### src/rtl/sine_ctrl_pkg.sv
// Shared types and default widths for the sine burst sequencer.
// The packed config struct is sized by the DEF_* widths below.
package sine_ctrl_pkg;

    localparam int DEF_PHASE_W = 8;
    localparam int DEF_FTW_W   = 8;
    localparam int DEF_CNT_W   = 16;

    typedef enum logic [1:0] {
        IDLE,
        ARM,
        RUN,
        FINISH
    } state_t;

    typedef struct packed {
        logic [DEF_FTW_W-1:0]   ftw;
        logic [DEF_PHASE_W-1:0] offset;
        logic [DEF_CNT_W-1:0]   cycles;
    } sine_cfg_t;

endpackage

### src/rtl/sine_burst_ctrl_if.sv
// Burst configuration valid/ready channel.
// The host is the master and the sequencer is the slave.
interface sine_burst_ctrl_if
    import sine_ctrl_pkg::*;
#(
    parameter int PHASE_W = DEF_PHASE_W,
    parameter int FTW_W   = DEF_FTW_W,
    parameter int CNT_W   = DEF_CNT_W
);
    logic               valid;
    logic               ready;
    logic [FTW_W-1:0]   ftw;
    logic [PHASE_W-1:0] offset;
    logic [CNT_W-1:0]   cycles;

    modport master (
        output valid,
        output ftw,
        output offset,
        output cycles,
        input  ready
    );

    modport slave (
        input  valid,
        input  ftw,
        input  offset,
        input  cycles,
        output ready
    );
endinterface

### src/rtl/sine_wrap_det.sv
// Phase wrap detector: flags a cycle whose phase is below the
// previous cycle's phase. clear forces the history back to zero.
module sine_wrap_det #(
    parameter int PHASE_W = 8
) (
    input  logic               clk,
    input  logic               reset_n,
    input  logic               clear,
    input  logic [PHASE_W-1:0] phase,
    output logic               wrap
);
    logic [PHASE_W-1:0] phase_prev;

    always_ff @(posedge clk or negedge reset_n) begin
        if (!reset_n) begin
            phase_prev <= '0;
        end else if (clear) begin
            phase_prev <= '0;
        end else begin
            phase_prev <= phase;
        end
    end

    assign wrap = (phase < phase_prev);
endmodule

### src/rtl/sine_burst_ctrl.sv
// Burst sequencer for the sine phase accumulator.
// Define SINE_CTRL_SHADOW_EN for a one-entry seamless reconfig shadow.
module sine_burst_ctrl
    import sine_ctrl_pkg::*;
#(
    parameter int PHASE_W = DEF_PHASE_W,
    parameter int FTW_W   = DEF_FTW_W,
    parameter int CNT_W   = DEF_CNT_W
) (
    input  logic               clk,
    input  logic               reset_n,
    sine_burst_ctrl_if.slave   cfg,
    input  logic               stop_req,
    input  logic               abort,
    input  logic [PHASE_W-1:0] acc_phase,
    output logic               acc_enable,
    output logic               acc_clear,
    output logic [FTW_W-1:0]   acc_ftw,
    output logic [PHASE_W-1:0] acc_offset,
    output logic               busy,
    output logic               done,
    output logic [CNT_W-1:0]   cycles_done
);
    state_t     state;
    sine_cfg_t  act;
    sine_cfg_t  cfg_in;
    logic       stop_pending;
    logic       wrap;
    logic       accept;
    logic       hit;
    logic [CNT_W-1:0] cnt_inc;

`ifdef SINE_CTRL_SHADOW_EN
    sine_cfg_t  shadow;
    logic       shadow_full;

    assign cfg.ready = (state == IDLE)
                     | ((state == RUN) & ~shadow_full);
`else
    assign cfg.ready = (state == IDLE);
`endif

    assign accept = cfg.valid & cfg.ready;
    assign cfg_in = '{ftw: cfg.ftw, offset: cfg.offset, cycles: cfg.cycles};

    assign acc_ftw    = act.ftw;
    assign acc_offset = act.offset;

    // Saturating wrap count; only reachable in continuous mode.
    assign cnt_inc = (&cycles_done) ? cycles_done : cycles_done + 1'b1;

    assign hit = wrap
               & (((act.cycles != '0) & (cnt_inc == act.cycles))
                  | stop_pending);

    sine_wrap_det #(
        .PHASE_W (PHASE_W)
    ) u_wrap (
        .clk     (clk),
        .reset_n (reset_n),
        .clear   (state == ARM),
        .phase   (acc_phase),
        .wrap    (wrap)
    );

    always_ff @(posedge clk or negedge reset_n) begin
        if (!reset_n) begin
            state        <= IDLE;
            act          <= '0;
            stop_pending <= 1'b0;
            acc_enable   <= 1'b0;
            acc_clear    <= 1'b0;
            busy         <= 1'b0;
            done         <= 1'b0;
            cycles_done  <= '0;
`ifdef SINE_CTRL_SHADOW_EN
            shadow       <= '0;
            shadow_full  <= 1'b0;
`endif
        end else begin
            done      <= 1'b0;
            acc_clear <= 1'b0;
            unique case (state)
                IDLE: begin
                    stop_pending <= 1'b0;
                    if (accept) begin
                        act         <= cfg_in;
                        cycles_done <= '0;
                        acc_clear   <= 1'b1;
                        busy        <= 1'b1;
                        state       <= ARM;
                    end
                end
                ARM: begin
                    if (abort) begin
                        state <= IDLE;
                        busy  <= 1'b0;
                    end else begin
                        state      <= RUN;
                        acc_enable <= 1'b1;
                    end
                end
                RUN: begin
                    if (abort) begin
                        state      <= IDLE;
                        busy       <= 1'b0;
                        acc_enable <= 1'b0;
`ifdef SINE_CTRL_SHADOW_EN
                        shadow_full <= 1'b0;
`endif
                    end else begin
                        if (stop_req) begin
                            stop_pending <= 1'b1;
                        end
                        if (wrap) begin
                            cycles_done <= cnt_inc;
                        end
                        if (hit) begin
                            state      <= FINISH;
                            acc_enable <= 1'b0;
                            done       <= 1'b1;
                        end
`ifdef SINE_CTRL_SHADOW_EN
                        // Completion or stop takes priority over a switch.
                        if (hit) begin
                            shadow_full <= 1'b0;
                        end else if (wrap && shadow_full) begin
                            act         <= shadow;
                            cycles_done <= '0;
                            done        <= 1'b1;
                            shadow_full <= 1'b0;
                        end else if (accept) begin
                            shadow      <= cfg_in;
                            shadow_full <= 1'b1;
                        end
`endif
                    end
                end
                FINISH: begin
                    state <= IDLE;
                    busy  <= 1'b0;
                end
                default: state <= IDLE;
            endcase
        end
    end
endmodule

### src/flat_wrapper.sv
// flat-port wrapper written by rule: the top's interface ports become plain ports
module sine_burst_ctrl_flat import sine_ctrl_pkg::*;
#(
    parameter int PHASE_W = DEF_PHASE_W,
    parameter int FTW_W   = DEF_FTW_W,
    parameter int CNT_W   = DEF_CNT_W
)
  (clk, reset_n, stop_req, abort, acc_phase, acc_enable, acc_clear, acc_ftw, acc_offset, busy, done, cycles_done, cfg_valid, cfg_ftw, cfg_offset, cfg_cycles, cfg_ready);
  sine_burst_ctrl_if #(.PHASE_W(PHASE_W), .FTW_W(FTW_W), .CNT_W(CNT_W)) cfg_i ();
  input  logic clk;
  input  logic reset_n;
  input  logic stop_req;
  input  logic abort;
  input  logic [PHASE_W-1:0] acc_phase;
  output logic acc_enable;
  output logic acc_clear;
  output logic [FTW_W-1:0] acc_ftw;
  output logic [PHASE_W-1:0] acc_offset;
  output logic busy;
  output logic done;
  output logic [CNT_W-1:0] cycles_done;
  input wire logic [$bits(cfg_i.valid)-1:0] cfg_valid;
  input wire logic [$bits(cfg_i.ftw)-1:0] cfg_ftw;
  input wire logic [$bits(cfg_i.offset)-1:0] cfg_offset;
  input wire logic [$bits(cfg_i.cycles)-1:0] cfg_cycles;
  output wire logic [$bits(cfg_i.ready)-1:0] cfg_ready;
  assign cfg_i.valid = cfg_valid;
  assign cfg_i.ftw = cfg_ftw;
  assign cfg_i.offset = cfg_offset;
  assign cfg_i.cycles = cfg_cycles;
  assign cfg_ready = cfg_i.ready;
  sine_burst_ctrl #(.PHASE_W(PHASE_W), .FTW_W(FTW_W), .CNT_W(CNT_W)) u_core (.clk(clk), .reset_n(reset_n), .cfg(cfg_i), .stop_req(stop_req), .abort(abort), .acc_phase(acc_phase), .acc_enable(acc_enable), .acc_clear(acc_clear), .acc_ftw(acc_ftw), .acc_offset(acc_offset), .busy(busy), .done(done), .cycles_done(cycles_done));
endmodule
### config.mk
export PLATFORM = sky130hd
export DESIGN_NAME = sine_burst_ctrl_flat
export DESIGN_NICKNAME = d
export VERILOG_FILES = /design/src/rtl/sine_ctrl_pkg.sv /design/src/rtl/sine_burst_ctrl_if.sv /design/src/rtl/sine_wrap_det.sv /design/src/rtl/sine_burst_ctrl.sv /design/src/flat_wrapper.sv
export SDC_FILE = /design/constraint.sdc
export NUM_CORES = 1
export LEC_CHECK = 0
export ABC_AREA = 1
export CORE_MARGIN = 2
export CORE_UTILIZATION = 51
export DETAILED_ROUTE_END_ITERATION = 16
export PLACE_DENSITY = 0.88
export SKIP_CTS_REPAIR_TIMING = 1
export SLEW_MARGIN = 20
export SYNTH_ARGS = -nofsm -noshare
export SYNTH_HDL_FRONTEND = slang
export SYNTH_SLANG_ARGS = --single-unit
### constraint.sdc
create_clock -name clk -period 2.9 [get_ports clk]
set_input_delay 0.435 -clock clk [delete_from_list [all_inputs] [get_ports clk]]
set_output_delay 0.435 -clock clk [all_outputs]
set_load 0.005 [all_outputs]
# --- Yosys cells after proc, flatten, opt, wreduce, memory -nomap -nowiden ---
# Index checks and enable logic that the tools add are counted.
totals:
  regBits: 63
  latch_bits: 0
  ramBits: 0
  mem_bits_ro: 0
  in_bits: 45
  output_inout_bits: 37
  wordCells: 66
  mem_count: 0
op_classes:
  addsub: 1
  n_mul: 0
  n_div: 0
  n_lt_le_gt_ge: 1
  eq_ne: 11
  shift: 0
  mux: 26
  bitwise_logic: 4
  n_reduce_logical: 12
ops:
  columns: ["cell", "count"]
  rows:
  - ["$mux W16", 4]
  - ["$pmux W16 S2", 1]
  - ["$add A16 B1 Y16 const B", 1]
  - ["$eq A16 B16 Y1", 1]
  - ["$reduce_and A16 Y1", 1]
  - ["$reduce_bool A16 Y1", 1]
  - ["$mux W1", 12]
  - ["$lt A8 B8 Y1", 1]
  - ["$mux W2", 4]
  - ["$mux W8", 1]
  - ["$ne A2 B2 Y1 const B", 4]
  - ["$pmux W2 S4", 1]
  - ["$reduce_and A2 Y1", 3]
  - ["$reduce_and A3 Y1", 2]
  - ["$eq A2 B2 Y1 const B", 2]
  - ["$ne A2 B1 Y1 const B", 2]
  - ["$pmux W1 S2", 2]
  - ["$reduce_and A4 Y1", 1]
  - ["$reduce_bool A2 Y1", 2]
  - ["$and A1 B1 Y1", 3]
  - ["$ne A3 B2 Y1 const B", 1]
  - ["$pmux W1 S3", 1]
  - ["$eq A2 B1 Y1 const B", 1]
  - ["$logic_not A2 Y1", 1]
  - ["other kinds (2)", 2]

# --- Longest topological paths before layout ---
# Gate-level depths: netlist of the first run.
depth:
  word_depth: 9
  depth_mapped: 20
  depth_no_buf: 19

# --- Hierarchy ---
# Synthesis of the first run repeated with hierarchy kept, for this count alone.
unflattened:
  hier_cells: 490
  hier_area_um2: 3631.0
modules_own_cells:
  columns: ["module", "instances", "cells_each", "area_per_inst_um2", "seq_area_each_um2"]
  rows:
  - ["sine_burst_ctrl", 1, 435, 3181.8, 1376.3]
  - ["sine_wrap_det", 1, 55, 449.2, 200.2]

# --- Worst setup path before layout of the first run ---
# No wires, ideal clock.
synth_timing:
  path_kind: "register to register"
  from: "register u_core.cycles_done[0]"
  to: "register u_core.acc_enable"
  setup_time_ns: 0.117
  t_arrival_ns: 1.987
  required_ns: 2.783
  slack_ns: 0.796
  path_stages_with_launch: 20
  path_buffers: 1
  period_less_slack_ns: 2.104
  path_cell_list: "dfrtp_1 > ha_1 > nand2_2 > nor2_4 > nand2_4 > nor2_8 > inv_4 > buf_6 > nand3_2 > nand2_1 > nor2_2 > nand2_1 > nor2_1 > nand3_1 > nand2_1 > nand2_2 > nand2_4 > nand2_1 > nand2_1 > nand2_1"
synth_via:
  elab_chain_cells: 8
  elab_cells_between_ends: 9
  classes_between: "add/sub: 1; eq/ne: 2; mux: 1; bitwise: 3; reduce/logical: 2"
synth_lines:
  columns: ["item", "line", "source"]
  rows:
  - ["from (decl)", "sine_burst_ctrl.sv:22", "output logic [CNT_W-1:0] cycles_done"]
  - ["from (signal assigned)", "sine_burst_ctrl.sv:116", "cycles_done <= cnt_inc;"]
  - ["$add A16 B1 Y16 / $reduce_and A16 Y1 (equally long branches)", "sine_burst_ctrl.sv:50", "assign cnt_inc = (&cycles_done) ? cycles_done : cycles_done + 1'b1;"]
  - ["$mux W16 *", "sine_burst_ctrl.sv:50", null]
  - ["$eq A16 B16 Y1 *", "sine_burst_ctrl.sv:53", "& (((act.cycles != '0) & (cnt_inc == act.cycles))"]
  - ["$and A1 B1 Y1 *", "sine_burst_ctrl.sv:53", null]
  - ["$or A1 B1 Y1 *", "sine_burst_ctrl.sv:54", "| stop_pending);"]
  - ["$and A1 B1 Y1 *", "sine_burst_ctrl.sv:53", null]
  - ["$ne A3 B2 Y1 (no source line) *", null, null]
  - ["$reduce_and A3 Y1 (no source line) *", null, null]
  - ["to (signal assigned)", "sine_burst_ctrl.sv:71", "acc_enable <= 1'b0;"]
  - ["to (signal assigned)", "sine_burst_ctrl.sv:100", "acc_enable <= 1'b1;"]
  - ["to (signal assigned)", "sine_burst_ctrl.sv:107", "acc_enable <= 1'b0;"]
  - ["to (decl)", "sine_burst_ctrl.sv:16", "output logic acc_enable,"]
# Mark *: on every way between the ends. The rest lies on a longest branch, timed or not.
# A chain may end at the register's enable or synchronous reset.

# --- Worst setup path in the final report of the first run ---
layout_timing:
  from: "register u_core.cycles_done[1]"
  to: "register u_core.state[1]"
layout_via:
  elab_chain_cells: 8
  elab_cells_between_ends: 9
  classes_between: "add/sub: 1; eq/ne: 2; mux: 1; bitwise: 3; reduce/logical: 2"
layout_lines:
  columns: ["item", "line", "source"]
  rows:
  - ["$add A16 B1 Y16 / $reduce_and A16 Y1 (equally long branches)", "sine_burst_ctrl.sv:50", null]
  - ["$mux W16 *", "sine_burst_ctrl.sv:50", null]
  - ["$eq A16 B16 Y1 *", "sine_burst_ctrl.sv:53", null]
  - ["$and A1 B1 Y1 *", "sine_burst_ctrl.sv:53", null]
  - ["$or A1 B1 Y1 *", "sine_burst_ctrl.sv:54", null]
  - ["$and A1 B1 Y1 *", "sine_burst_ctrl.sv:53", null]
  - ["$ne A3 B2 Y1 (no source line) *", null, null]
  - ["$reduce_and A2 Y1 (no source line) *", null, null]
  - ["to (signal assigned)", "sine_burst_ctrl.sv:68", "state <= IDLE;"]
  - ["to (signal assigned)", "sine_burst_ctrl.sv:91", "state <= ARM;"]
  - ["to (signal assigned)", "sine_burst_ctrl.sv:96", "state <= IDLE;"]
  - ["to (decl)", "sine_burst_ctrl.sv:24", "state_t state;"]
# Marks and branches as above.

==> summary.txt, run 1 <==
CTS Buf Count = 9
Top Ports = 82
Hold Path Class = input pin to async pin
clock tree buffer depth = 2
initial antenna violation count = 0
post-synthesis sequential area ratio = 43.3%
Worst Path Required = 3.12 ns
Max Cap Viol = 0
Worst-Margin Slew = 0.690 ns
largest net degree at the start of global routing = 33
minimum clock period = 2.63 ns
Fin Setup TNS = 0 ns
Final Hold Vio Count = 0
H-tree levels = 3
wl on met1 = 3.58 mm
initial core utilization = 53.0%
Setup WS post-layout = 0.272 ns
cell count after synthesis = 494
mapped cell area = 0.00364 mm²
grt ovf = 0
switching power = 0.00133 W
clock slew at reported path FFs = 0.07 ns
insertion delay to the later sink of the worst-skew pair = 0.34 ns
Yosys reg bits = 63
DR WL met3 = 630 µm
Internal Power = 0.00232 W
Final Cycle Share = 90.6%
worst IR drop on VDD = 0.510 mV
Power Density = 783 mW/mm²
Max Slew Vio Count = 0
Routed Antenna Nets = 0
largest stage delay on the critical path = 0.48 ns
most frequent CP cell = nand2_1
Netlist cell types = 27
Clk Tree Root Cell = clkbuf_8
number of global-route vias before repair = 3378
Gate power share = 40.4%
Worst slew margin = 54.0%
HPWL Detailed = 6.77 mm
Worst path slowest cell = dfrtp_1
Routed wire per std cell = 13.4 µm
router iterations before antenna repair = 5
ANT cells = 0
skew final = 0.00896 ns
Die Wd = 88.5 µm
Max Freq = 0.381 GHz
num rows = 30
worst hold slack = 0.128 ns
wirelength, routed = 8.91 mm
WP data arrival = 2.85 ns
Die Span Y = 88.5 µm
RSZ-0062 raised after global routing = no
Startpoint Class = register
crit path max fanout = 6
FILL cells = 573
Core Area = 0.00687 mm²
Syn Nets = 550
nets = 619
switching portion of total power = 36.4%
Avg Inst Size Synth = 7.38 µm²
vias = 3416
sequential power share = 37.8%
Starting DRT DRC Count = 213
top layer used by detailed routing = met4
first-pass GRT wire length = 14.6 mm
GRT Util Overall = 24.4%
leakage = 2.33 nW
Vias per Instance = 5.14
Residual DRC = 0
die footprint = 0.00784 mm²
CP endpoint kind = register
worst-path cell chain = ha_1 -> nand2_2 -> nor2_4 -> nand2_4 -> o21ai_0 -> nand2_1 -> nand2_1 -> nand2_1 -> nor2_1 -> nand2_1 -> nor2_1 -> nand3_1 -> nand2_1 -> nand2_2 -> nand2_4 -> nand2_2 -> nand2_1 -> nand2_1
setup slack at placement = 0.281 ns
CTS tree = built
clock power share = 21.8%
Layout area overhead = 27.7%
layout cells sized above 1 = 6.69%
outcome = finished clean
Ys Warns = 0
IO Port Bufs = 81
Crit Path Category = register to register
# clock sinks = 63
# setup viols final = 0
routability congestion estimate = 0.900
routed wl met2 = 4.45 mm
==> path summary, 6_finish.rpt <==
kind                            cells past startpoint  slack (ns)                  start                end
worst max-delay path                               18        0.27  u_core.cycles_done[1]    u_core.state[1]
max in group asynchronous                           2        2.05                reset_n     u_core.act[11]
worst min register to register                      2        0.48      u_core.acc_enable  u_core.acc_enable
min in group clk                                    2        0.48      u_core.acc_enable  u_core.acc_enable
worst min-delay path                                1        0.13                reset_n     u_core.act[13]
worst max register to register                     18        0.27  u_core.cycles_done[1]    u_core.state[1]
==> power by group through the flow <==
| stage | registers, W | clock network, W | logic [W] |
|---|---|---|---|
| after floorplan | 0.00133 | 0 | 0.00102 |
| after global placement | 0.00137 | 0 | 0.00140 |
| after detailed placement | 0.00138 | 0 | 0.00148 |
| after CTS | 0.00137 | 0.000806 | 0.00149 |
| after global routing | 0.00140 | 0.000841 | 0.00166 |
| final | 0.00138 | 0.000794 | 0.00147 |
==> Yosys cell counts <==
cell      instances  area (µm²)
buf_4            16         120
buf_6             2        22.5
nor2_8            1        20.0
inv_1            64         240
nand3_1          36         180
ha_1             11         138
xor2_1            5        43.8
nand2_2           4        25.0
nand4_1           7        43.8
xnor3_1           1        22.5
clkbuf_1         11        41.3
nand3_2           3        30.0
inv_4             1        6.26
nor2_4            2        22.5
o21ai_0          33         165
o31ai_1           3        22.5
or2_2             1        6.26
o21a_1            1        7.51
nor2_2            2        12.5
xnor2_1           1        8.76
nand2_4           2        22.5
nor2_1           36         135
a21oi_1           9        45.0
nand2_1         174         653
nor4_1            4        25.0
nand3b_1          1        7.51
dfrtp_1          63        1580
==> per-layer routing <==
metal	vias up	GRT usage [%]
met5	-	0
met4	0	12.8
met3	20	4.94
met1	1587	28.2
met2	145	42.8
li1	1664	-
==> cell families after synthesis <==
family                     after synthesis  share of synthesized area (%)
buffers and inverters                   94                           11.8
and+or+nand+nor                        273                           32.5
adders and majority gates               11                           3.78
AOI/OAI and AO/OA                       46                           6.59
xor gates and xnor gates                 7                           2.06
DFF                                     63                           43.3
==> area by class of cell <==
class | instances | area (µm²) | share of cell area [%]
Inverter | 65 | 246 | 5.30
Timing Repair Buffer | 87 | 863 | 18.6
Tap cell | 96 | 120 | 2.58
Sequential cell | 63 | 1580 | 33.9
Clock inverter | 3 | 40.0 | 0.861
Clock buffer | 13 | 169 | 3.63
Multi-Input combinational cell | 337 | 1640 | 35.2
==> through the flow <==
stage	util, %	std cells	cell area (µm²)	total power (W)
CTS	67.7	664	4650	0.00367
global placement	64.7	648	4440	0.00278
finish	67.7	664	4650	0.00364
floorplan	-	494	3640	0.00235
detailed placement	64.7	648	4440	0.00286
global route	67.7	664	4650	0.00391
==> state kept, by name, indices dropped and copies added (netlist names) <==
register,count
u_core.acc_offset,8
u_core.acc_ftw,8
u_core.u_wrap.phase_prev,8
u_core.done,1
u_core.busy,1
u_core.cycles_done,16
u_core.state,2
u_core.stop_pending,1
u_core.act,16
u_core.acc_enable,1
u_core.acc_clear,1
==> worst max-delay path: cells and delay by family, from the launching register on <==
kind / cells / cell delay, ns
AO/OA/AOI/OAI: 1 / 0.25
flip-flops: 1 / 0.48
AND/OR/NAND/NOR: 16 / 1.50
adder cells (fa/ha/maj): 1 / 0.28
==> layout by cell type (no fill, tap or decap), types with 2 or more instances in the layout <==
cell | netlist | layout
nand2_1 | 174 | 174
clkdlybuf4s50_1 | 0 | 80
inv_1 | 64 | 64
dfrtp_1 | 63 | 63
nor2_1 | 36 | 36
nand3_1 | 36 | 36
o21ai_0 | 33 | 33
clkbuf_8 | 0 | 12
ha_1 | 11 | 11
a21oi_1 | 9 | 9
nand4_1 | 7 | 7
xor2_1 | 5 | 5
buf_4 | 16 | 5
nand2_2 | 4 | 4
nor4_1 | 4 | 4
nand3_2 | 3 | 3
o31ai_1 | 3 | 3
nor2_4 | 2 | 2
nand2_4 | 2 | 2
nor2_2 | 2 | 2
clkinv_2 | 0 | 2
Note: power is estimated with default switching activity, not from simulation.
==> run 2: changes to the inputs <==
--- a/config.mk
+++ b/config.mk
@@ -15,3 +15,4 @@
 export SYNTH_ARGS = -nofsm -noshare
 export SYNTH_HDL_FRONTEND = slang
 export SYNTH_SLANG_ARGS = --single-unit
+export TNS_END_PERCENT = 100
==> constraint.sdc (replaced) <==
create_clock -name clk -period 2.9 [get_ports clk]
set_input_delay 0.435 -clock clk [delete_from_list [all_inputs] [get_ports clk]]
set_output_delay 0.435 -clock clk [all_outputs]
set_load 0.05 [all_outputs]
==> results of run 2 <==
Same layout as run 1 (identical final DEF). Status: finished clean.
Among the figures that moved: total power 0.00364 W -> 0.00413 W; worst IR drop on VDD 0.510 mV -> 0.607 mV
